### src/rtl/ahb_mult_engine.sv
// rtl/ahb_mult_engine.sv - AHB-Lite slave wrapping an iterative shift-add multiplier
// Signed/unsigned operands are snapshotted at start; status, W1C done/overrun and a level irq.
module ahb_mult_engine #(
  parameter int DATA_W  = 16,
  parameter bit IRQ_RST = 1'b0
) (
  input  logic        AHB_HCLK,
  input  logic        AHB_HRESET,
  input  logic        AHB_HSEL,
  input  logic [31:0] AHB_HADDR,
  input  logic [1:0]  AHB_HTRANS,
  input  logic        AHB_HWRITE,
  input  logic [2:0]  AHB_HSIZE,
  input  logic [31:0] AHB_HWDATA,
  output logic [31:0] AHB_HRDATA,
  output logic        AHB_HREADY,
  output logic [1:0]  AHB_HRESP,
  output logic        irq
);

  localparam int PW    = 2 * DATA_W;
  localparam int CNT_W = $clog2(DATA_W);
  localparam logic [CNT_W-1:0] CNT_LAST = CNT_W'(DATA_W - 1);

  typedef enum logic [1:0] {IDLE, RUN, FINISH} state_t;

  state_t            state;
  logic [7:0]        addr_q;
  logic              sel_q, trans_q, write_q;
  logic [DATA_W-1:0] op_a, op_b, mer;
  logic [PW-1:0]     acc, mcand;
  logic [CNT_W-1:0]  cnt;
  logic              neg_q, sgn_q, sgn_mode, irq_en, done, busy, overrun;
  logic [63:0]       res;

  logic              wr_en, rd_en, ctrl_wr, start_req, start_sgn;
  logic [DATA_W-1:0] mag_a, mag_b;
  logic [PW-1:0]     acc_next, prod;
  logic [63:0]       res_ext;
  logic              unused;

  assign wr_en     = sel_q & trans_q & write_q;
  assign rd_en     = sel_q & trans_q & ~write_q;
  assign ctrl_wr   = wr_en && (addr_q == 8'h08);
  assign start_req = ctrl_wr & AHB_HWDATA[0];
  // The signed bit written together with start governs this operation.
  assign start_sgn = AHB_HWDATA[3];
  assign mag_a     = (start_sgn & op_a[DATA_W-1]) ? -op_a : op_a;
  assign mag_b     = (start_sgn & op_b[DATA_W-1]) ? -op_b : op_b;
  assign acc_next  = mer[0] ? acc + mcand : acc;
  assign prod      = neg_q ? -acc : acc;

  // Upper result bits carry the sign in signed mode, zeros otherwise.
  always_comb begin
    res_ext = {64{sgn_q & prod[PW-1]}};
    res_ext[PW-1:0] = prod;
  end

  always_ff @(posedge AHB_HCLK) begin
    if (AHB_HRESET) begin
      state    <= IDLE;
      addr_q   <= '0;
      sel_q    <= 1'b0;
      trans_q  <= 1'b0;
      write_q  <= 1'b0;
      op_a     <= '0;
      op_b     <= '0;
      mer      <= '0;
      acc      <= '0;
      mcand    <= '0;
      cnt      <= '0;
      neg_q    <= 1'b0;
      sgn_q    <= 1'b0;
      sgn_mode <= 1'b0;
      irq_en   <= IRQ_RST;
      done     <= 1'b0;
      busy     <= 1'b0;
      overrun  <= 1'b0;
      res      <= '0;
    end else begin
      addr_q  <= AHB_HADDR[7:0];
      sel_q   <= AHB_HSEL;
      trans_q <= AHB_HTRANS[1];
      write_q <= AHB_HWRITE;

      if (wr_en && addr_q == 8'h00) op_a <= AHB_HWDATA[DATA_W-1:0];
      if (wr_en && addr_q == 8'h04) op_b <= AHB_HWDATA[DATA_W-1:0];

      // W1C first so that a same-edge set below takes priority.
      if (ctrl_wr) begin
        sgn_mode <= AHB_HWDATA[3];
        irq_en   <= AHB_HWDATA[4];
        if (AHB_HWDATA[1]) done    <= 1'b0;
        if (AHB_HWDATA[5]) overrun <= 1'b0;
      end
      if (start_req && state != IDLE) overrun <= 1'b1;

      case (state)
        IDLE: begin
          if (start_req) begin
            mcand <= PW'(mag_a);
            mer   <= mag_b;
            neg_q <= start_sgn & (op_a[DATA_W-1] ^ op_b[DATA_W-1]);
            sgn_q <= start_sgn;
            acc   <= '0;
            cnt   <= '0;
            done  <= 1'b0;
            busy  <= 1'b1;
            state <= RUN;
          end
        end
        RUN: begin
          acc   <= acc_next;
          mcand <= mcand << 1;
          mer   <= mer >> 1;
          cnt   <= cnt + CNT_W'(1);
          if (cnt == CNT_LAST) state <= FINISH;
        end
        FINISH: begin
          res   <= res_ext;
          done  <= 1'b1;
          busy  <= 1'b0;
          state <= IDLE;
        end
        default: state <= IDLE;
      endcase
    end
  end

  always_comb begin
    AHB_HRDATA = 32'hFFFF_FFFF;
    if (rd_en) begin
      case (addr_q)
        8'h00: begin
          AHB_HRDATA = '0;
          AHB_HRDATA[DATA_W-1:0] = op_a;
        end
        8'h04: begin
          AHB_HRDATA = '0;
          AHB_HRDATA[DATA_W-1:0] = op_b;
        end
        8'h08:   AHB_HRDATA = {26'd0, overrun, irq_en, sgn_mode, busy, done, 1'b0};
        8'h0C:   AHB_HRDATA = res[31:0];
        8'h10:   AHB_HRDATA = res[63:32];
        default: AHB_HRDATA = 32'hFFFF_FFFF;
      endcase
    end
  end

  assign AHB_HREADY = 1'b1;
  assign AHB_HRESP  = 2'b00;
  assign irq        = done & irq_en;
  assign unused     = ^{AHB_HSIZE, AHB_HADDR[31:8], AHB_HWDATA, AHB_HTRANS[0]};

endmodule
### config.mk
export PLATFORM = sky130hd
export DESIGN_NAME = ahb_mult_engine
export DESIGN_NICKNAME = d
export VERILOG_FILES = /design/src/rtl/ahb_mult_engine.sv
export SDC_FILE = /design/constraint.sdc
export NUM_CORES = 1
export LEC_CHECK = 0
export BUFFER_PORTS_ARGS = -buffer_cell sky130_fd_sc_hd__buf_4
export CORE_ASPECT_RATIO = 1.2
export CORE_MARGIN = 3
export CORE_UTILIZATION = 45
export DETAILED_ROUTE_END_ITERATION = 10
export PLACE_DENSITY = 0.65
export SETUP_SLACK_MARGIN = 0.4
export SYNTH_ARGS = -nofsm -noshare
export SYNTH_HDL_FRONTEND = slang
export SYNTH_SLANG_ARGS = --single-unit
### constraint.sdc
create_clock -name AHB_HCLK -period 2.85 [get_ports AHB_HCLK]
set_clock_uncertainty 0.05 [all_clocks]
set_input_delay 0.1425 -clock AHB_HCLK [delete_from_list [all_inputs] [get_ports AHB_HCLK]]
set_output_delay 0.1425 -clock AHB_HCLK [all_outputs]
set_load 0.03 [all_outputs]
---- Word level (Yosys, flattened, before mapping) ----
Index checks and enable logic that the tools add are counted.
operators by class
  $add $sub $neg .......................... 5
  equal/unequal tests ..................... 10
  multiplexer cells ....................... 26
  bitwise operators ....................... 11
  reductions and logical operators ........ 17
operators with widths
  cell                                                 count
  two-way mux 32 bit                                   5
  case mux 32 bit (5 select lines)                     1
  case mux 32 bit (2 select lines)                     2
  two-way mux 16 bit                                   3
  adder 32 bit                                         1
  negation 16 bit                                      2
  negation 32 bit                                      1
  case mux 16 bit (2 select lines)                     1
  equality test 8 x 4 -> 1 bit, second input constant  2
  AND reduction 2 bit                                  5
  nonzero test 2 bit                                   5
  AND 1 bit                                            9
  equality test 8 x 3 -> 1 bit, second input constant  1
  equality test 8 x 5 -> 1 bit, second input constant  1
  logical NOT 8 bit                                    1
  case mux 4 bit (2 select lines)                      1
  two-way mux 1 bit                                    7
  inequality test 2 bit, second input constant         3
  adder 4 x 1 -> 4 bit, second input constant          1
  equality test 4 bit, second input constant           1
  logical AND 1 bit                                    4
  two-way mux 2 bit                                    2
  two-way mux 4 bit                                    1
  case mux 1 bit (2 select lines)                      2
  other kinds (7)                                      7
word-level totals
  flip-flop bits (word level) ............. 169
  bits of input ports ..................... 73
  output and inout port bits .............. 36
  logic and storage cells ................. 88

---- Depth between registers and ports, before layout ----
Gate-level depths: netlist of run 1.
  depth in word-level cells ............... 7
  depth in mapped cells ................... 13
  depth with buffers taken out ............ 13

---- Worst setup path after synthesis of run 1 ----
No wires, ideal clock.
  path kind ............................... reg2reg
  start ................................... register acc[4]
  end ..................................... register acc[31]
  library setup time ...................... 117 ps
  arrival time ............................ 2611 ps
  data required time ...................... 2683 ps
  path slack .............................. 72 ps
  cell stages (with the launch flop) ...... 12
  path buffers ............................ 0
  period minus slack after synthesis ...... 2778 ps
  cell sequence ........................... dfxtp_1 -> ha_1 -> a21o_1 -> o21bai_4 -> o2111ai_2 -> a21oi_2 -> a22oi_4 -> nor3_2 -> or4_1 -> o21a_1 -> and3_1 -> o22a_1
between the ends
  cells in the longest elaborated chain, start to end .. 3
RTL lines
  element                           RTL line  source
  start, declared                   31        logic [PW-1:0] acc, mcand;
  start signal, assigned            113       acc <= acc_next;
  adder 32 bit                      50        assign acc_next = mer[0] ? acc + mcand : acc;
  two-way mux 32 bit                50
  case mux 32 bit (2 select lines)  98        case (state)
No other way between the ends. The select of a mux whose other input is x is not followed.
A chain may end at the register's enable or synchronous reset.

---- Worst setup path after layout of run 1 ----
  start ................................... register mcand[2]
  end ..................................... register acc[31]
between the ends
  cells in the longest elaborated chain, start to end .. 3
RTL lines
  element                           RTL line  source
  start, declared                   31
  start signal, assigned            101       mcand <= PW'(mag_a);
  start signal, assigned            114       mcand <= mcand << 1;
  adder 32 bit                      50
  two-way mux 32 bit                50
  case mux 32 bit (2 select lines)  98
No other way between the ends. The select of a mux whose other input is x is not followed.

==> results.tsv, run 1 <==
metric	value	unit
status	finished clean	
wire_per_inst	17.47	µm
powerDensity	416.9	mW/mm²
place_hpwl	19690	µm
worst_pin_slew	1079	ps
dp.cells	1509	
met2_length	14040	µm
grt_max_degree	67	
crit_type	flop to flop	
worst-path-max-fanout	4	
peakVddDrop	427.4	µV
cts_sinks	169	
antenna_found_initial	0	
stdcell_count	1579	
dr.pass1.iters	5	
grt_pass1_vias	8372	
netlist-cell-type-count	69	
p_sw	1.142	mW
routed_wl	27590	µm
port_buffers	61	
grtUsageTotal	24.86	%
hold_path.class	primary input to flop	
final_common_cell	nand2_1	
synth_flop_cell	dfxtp_1	
drive_gt1_share	20.11	%
cts_buffers	17	
ys_seq_area_share	36.87	%
period_minus_slack	2771	ps
die_x	136.4	µm
utilization	58.71	%
wl_met1	11530	µm
fillers	1828	
finalMaxSlewViolations	0	
seqCellArea	0.003410	mm²
met3WireLength	1124	µm
whs	209.2	ps
cts_tree	built	
p_total	4.836	mW
synthCells	1183	
postSynth.asyncResetShare	0	%
final_cell_mix	nand2_1 (226), dfxtp_1 (154), buf_4 (143), a21oi_1 (110), nor2_1 (87)	
combPwrFrac	3.7	%
core_area	0.01976	mm²
seq_power_share	49.1	%
leakagePower	4.499	nW
setup_tns	0	ps
avgSynthCellArea	7.756	µm²
cts_root_buf	clkbuf_16	
diodes	0	
fp.dieH	162.4	µm
multiInputGateArea	0.005819	mm²
cp.required	3130	ps
start_util	46.43	%
areaGrowthSynthToFinish	26.44	%
swShare	23.62	%
nets	1414	
ant_nets	0	
critPathLaunchType	flop	
dieArea	0.02215	mm²
worstPathArrival	3050	ps
ys_warn_count	0	
rsz0062_at_grt	yes	
p_int	3.694	mW
io_pins	109	
rows	56	
fmax	360.9	MHz
ys_seq_elements	169	
ctsLongestPathBuffers	2	
hold_violations	0	
cts.htree.levels	4	
end_kind	flop	
top_layer	met4	
routed_via_density	5.657	
grt_pass1_wl	43330	µm
path_clk_slew	70	ps
syn_area	0.009175	mm²
drcViolationCount	0	
synth_edf_count	0	
gp_congestion	0.9068	
clock_latency	440	ps
p_clk_share	47.2	%
final.period_utilization	97.22	%
slew-limit-headroom	27.81	%
setup_violations	0	
cap_violations	0	
drtIter0Drc	628	
vias	8933	
overflow	0	
[worst max-delay path, cell delays in order (launching register included)]
cell       delay [ps]
dfxtp_2           340
ha_4              250
o211ai_1          280
o21bai_4          120
o2111ai_2         210
a21oi_2           130
a22oi_4           240
nor3_2             60
or4_1             460
o21a_1            190
and3_1            160
o22a_1            180
[metrics by stage]
| step | setup WS, ps | instance area, µm² |
|---|---|---|
| floorplan | 169.0 | 9244 |
| global route | -21.79 | 11600 |
| finish | 79.36 | 11600 |
| global placement | 41.64 | 10340 |
| detailed placement | 30.29 | 10340 |
| CTS | 88.60 | 11420 |
[final cells by class]
| type | instances | share of cell area (%) |
|---|---|---|
| Inverter | 20 | 0.6471 |
| Timing Repair Buffer | 174 | 11.97 |
| Clock buffer | 19 | 3.818 |
| Multi-Input combinational cell | 923 | 50.16 |
| Tap cell | 261 | 2.815 |
| Clock inverter | 13 | 1.197 |
| Sequential cell | 169 | 29.39 |
[cells by family after synthesis]
group / share of synthesized area [%]
AND/OR/NAND/NOR: 22.04
AO/OA/AOI/OAI: 23.55
flip-flops: 36.87
buffers and inverters: 3.886
XOR/XNOR: 7.923
adder cells (fa/ha/maj): 4.991
multiplexers: 0.6546
other: 0.08185
[power by group through the flow]
stage / combinational, mW / clock (mW) / sequential, mW
after global placement: 0.140 / 0 / 2.43
after CTS: 0.171 / 2.33 / 2.38
final: 0.177 / 2.28 / 2.38
after floorplan: 0.0809 / 0 / 2.43
after global routing: 0.189 / 2.42 / 2.38
after detailed placement: 0.140 / 0 / 2.43
[flip-flops by register name, summed over array words and instances (netlist names), 2 cells and up]
signal  flops
mcand      32
res        33
addr_q      8
mer        16
state       2
acc        32
op_a       16
op_b       16
cnt         4
[worst paths after layout]
| path | from | cells past startpoint | slack (ps) | endpoint |
|---|---|---|---|---|
| setup / recovery | mcand[2] | 11 | 80 | acc[31] |
| hold / removal | AHB_HRESET | 2 | 210 | acc[1] |
| setup reg to reg | mcand[2] | 11 | 80 | acc[31] |
| hold reg to reg | mer[13] | 2 | 400 | mer[13] |
[repair_timing]
action / CTS / global route
hold buffers: 27 / 0
pin swaps: 21 / 17
setup endpoints to repair: 34 / 51
setup buffers: 7 / 4
resized for setup: 38 / 35
endpoints found under the hold margin: 48 / 0
[layer usage]
layer	global-route usage, %	vias up
li1	-	4403
met1	30.01	4271
met2	44.37	208
met3	3.523	51
met4	9.578	0
met5	0	-
[Yosys cell counts (17+ instances only)]
master,n,share of area (%)
nor2_1,88,3.6
a22oi_1,37,3.0
nand2_1,228,9.3
o21ai_0,65,3.5
ha_1,35,4.8
inv_1,20,0.82
dfxtp_1,169,37
a21oi_1,118,6.4
nor3_1,17,0.93
clkbuf_1,68,2.8
nand3_1,43,2.3
xor2_1,42,4.0
xnor2_1,41,3.9
Note: power is estimated with default switching activity, not from simulation.
==> run 2, diff against run 1 <==
--- a/config.mk
+++ b/config.mk
@@ -10,7 +10,7 @@
 export CORE_MARGIN = 3
 export CORE_UTILIZATION = 45
 export DETAILED_ROUTE_END_ITERATION = 10
-export PLACE_DENSITY = 0.65
+export PLACE_DENSITY = 0.67
 export SETUP_SLACK_MARGIN = 0.4
 export SYNTH_ARGS = -nofsm -noshare
 export SYNTH_HDL_FRONTEND = slang
==> results.tsv, run 2 (same netlist as run 1, synthesis figures left out) <==
metric	value	unit	change
vias	8986		+0.59%
drcViolationCount	0		unchanged
utilization	59.80	%	+1.1 points
areaGrowthSynthToFinish	28.77	%	
fp.dieH	162.4	µm	unchanged
worst-path-buf-inv	0		unchanged
drive_gt1_share	20.36	%	+0.26 points
slew-limit-headroom	27.52	%	-0.30 points
worst_pin_slew	1083	ps	+4.411 ps
end_kind	flop		
path_clk_slew	70	ps	about the same
wire_per_inst	17.59	µm	+0.70%
cp.required	3120	ps	about the same
port_buffers	61		unchanged
grt_max_degree	61		-9.0%
top_regs	res: 33 flops, acc: 32 flops, mcand: 32 flops		
hold_path.class	primary input to flop		
period_minus_slack	2746	ps	-25.12 ps
cap_violations	0		unchanged
layout_setup_ws	104.5	ps	+25.12 ps
cts.htree.levels	4		unchanged
cts_root_buf	clkbuf_16		
grt_pass1_vias	8490		+1.4%
ant_nets	0		unchanged
dr.pass1.iters	5		unchanged
final_cell_mix	nand2_1 (227), dfxtp_1 (156), buf_4 (137), a21oi_1 (110), nor2_1 (87)		
pre_cts_ws	46.95	ps	+16.67 ps
cts_sinks	169		unchanged
routed_wl	27920	µm	+1.2%
finalMaxSlewViolations	0		unchanged
nets	1422		+0.57%
powerDensity	408.2	mW/mm²	-2.1%
worst-path-max-fanout	4		unchanged
grt_pass1_wl	43580	µm	+0.57%
crit_type	flop to flop		
hold_violations	0		unchanged
critPathLaunchType	flop		
crit_slowest_cell	or4_1		
drtIter0Drc	612		-2.5%
leakagePower	4.568	nW	+1.5%
place_hpwl	19200	µm	-2.5%
final_common_cell	nand2_1		
gp_congestion	0.8869		-2.2%
routed_via_density	5.662		about the same
regMostFlops	res		
cts_buffers	17		unchanged
final.period_utilization	96.33	%	-0.88 points
worstPathArrival	3020	ps	-30 ps
die_x	136.4	µm	unchanged
largest_reg_flops	33		unchanged
grtUsageTotal	24.46	%	-0.40 points
rsz0062_at_grt	yes		
overflow	0		unchanged
diodes	0		unchanged
fmax	364.2	MHz	+0.91%
core_area	0.01976	mm²	unchanged
clock_latency	430	ps	about the same
setup_tns	0	ps	unchanged
ctsLongestPathBuffers	2		unchanged
rows	56		unchanged
peakVddDrop	410.8	µV	-3.9%
path_cells	ha_4 > a21o_1 > o21bai_4 > o2111ai_2 > a21oi_2 > a22oi_4 > nor3_2 > or4_1 > o21a_1 > and3_1 > o22a_1		
dieArea	0.02215	mm²	unchanged
antenna_found_initial	0		unchanged
io_pins	109		unchanged
cp_slowest_stage_delay	460	ps	about the same
start_util	46.43	%	unchanged
crit_family	compound AO/OA/AOI/OAI gates		
status	finished clean		
setup_violations	0		unchanged
cts_tree	built		
-- run 2: cell types whose count changed in the layout (fill, tap and decap cells not counted), sizes merged --
cell	delta
clkbuf	+4
inv	-2
buf	+6
-- run 2: layout make-up --
type / count / area [µm²]
clock buffer: 21 / 460.4
tap: 261 / 326.6
fill: 1748 / 7944
sequential: 169 / 3412
inverter: 20 / 75.07
timing repair buffer: 182 / 1546
clock inverter: 11 / 111.4
multi-input combinational: 923 / 5883
-- run 2: stage by stage --
step	power (mW)	hold slack, ps	cell area (µm²)	cells
detailed placement	2.574	308.3	10260	1497
global placement	2.573	302.7	10260	1497
finish	4.823	154.2	11820	1587
CTS	4.843	144.7	11420	1574
global route	4.967	183.3	11820	1587
floorplan	2.508	220.7	9244	1184
-- run 2: power breakdown --
group,switching (mW),internal [mW],total (mW)
Combinational,0.104,0.0812,0.185
Clock,0.999,1.26,2.26
Sequential,0.0111,2.36,2.38
-- run 2: worst reg2reg max path: cells and delay by family (launching register included) --
family / cells / cell delay, ps
compound gates: 7 / 1290
simple gates: 3 / 680
flops: 1 / 360
fa+ha+maj: 1 / 260
-- run 2: worst paths after layout --
| path | from | end | slack (ps) | depth (start not counted) |
|---|---|---|---|---|
| setup / recovery | acc[4] | acc[31] | 100 | 11 |
| hold / removal | AHB_HRESET | mcand[20] | 150 | 2 |
| setup reg to reg | acc[4] | acc[31] | 100 | 11 |
| hold reg to reg | res[27] | res[27] | 400 | 2 |
-- run 2: repair_timing --
| item | CTS | global route |
|---|---|---|
| gates cloned | 0 | 2 |
| hold endpoints to repair | 46 | 0 |
| pin swaps | 27 | 27 |
| buffers inserted | 18 | 11 |
| endpoints found under the setup margin | 26 | 46 |
| hold buffers | 27 | 0 |
| resized for setup | 40 | 55 |
-- run 2: layer usage --
| metal | GRT usage, % | share of wire, % | vias to the layer above |
|---|---|---|---|
| li1 | - | - | 4434 |
| met1 | 30.58 | 43 | 4250 |
| met2 | 42.95 | 50 | 247 |
| met3 | 3.059 | 4.2 | 55 |
| met4 | 8.937 | 2.7 | 0 |
| met5 | 0 | 0 | - |
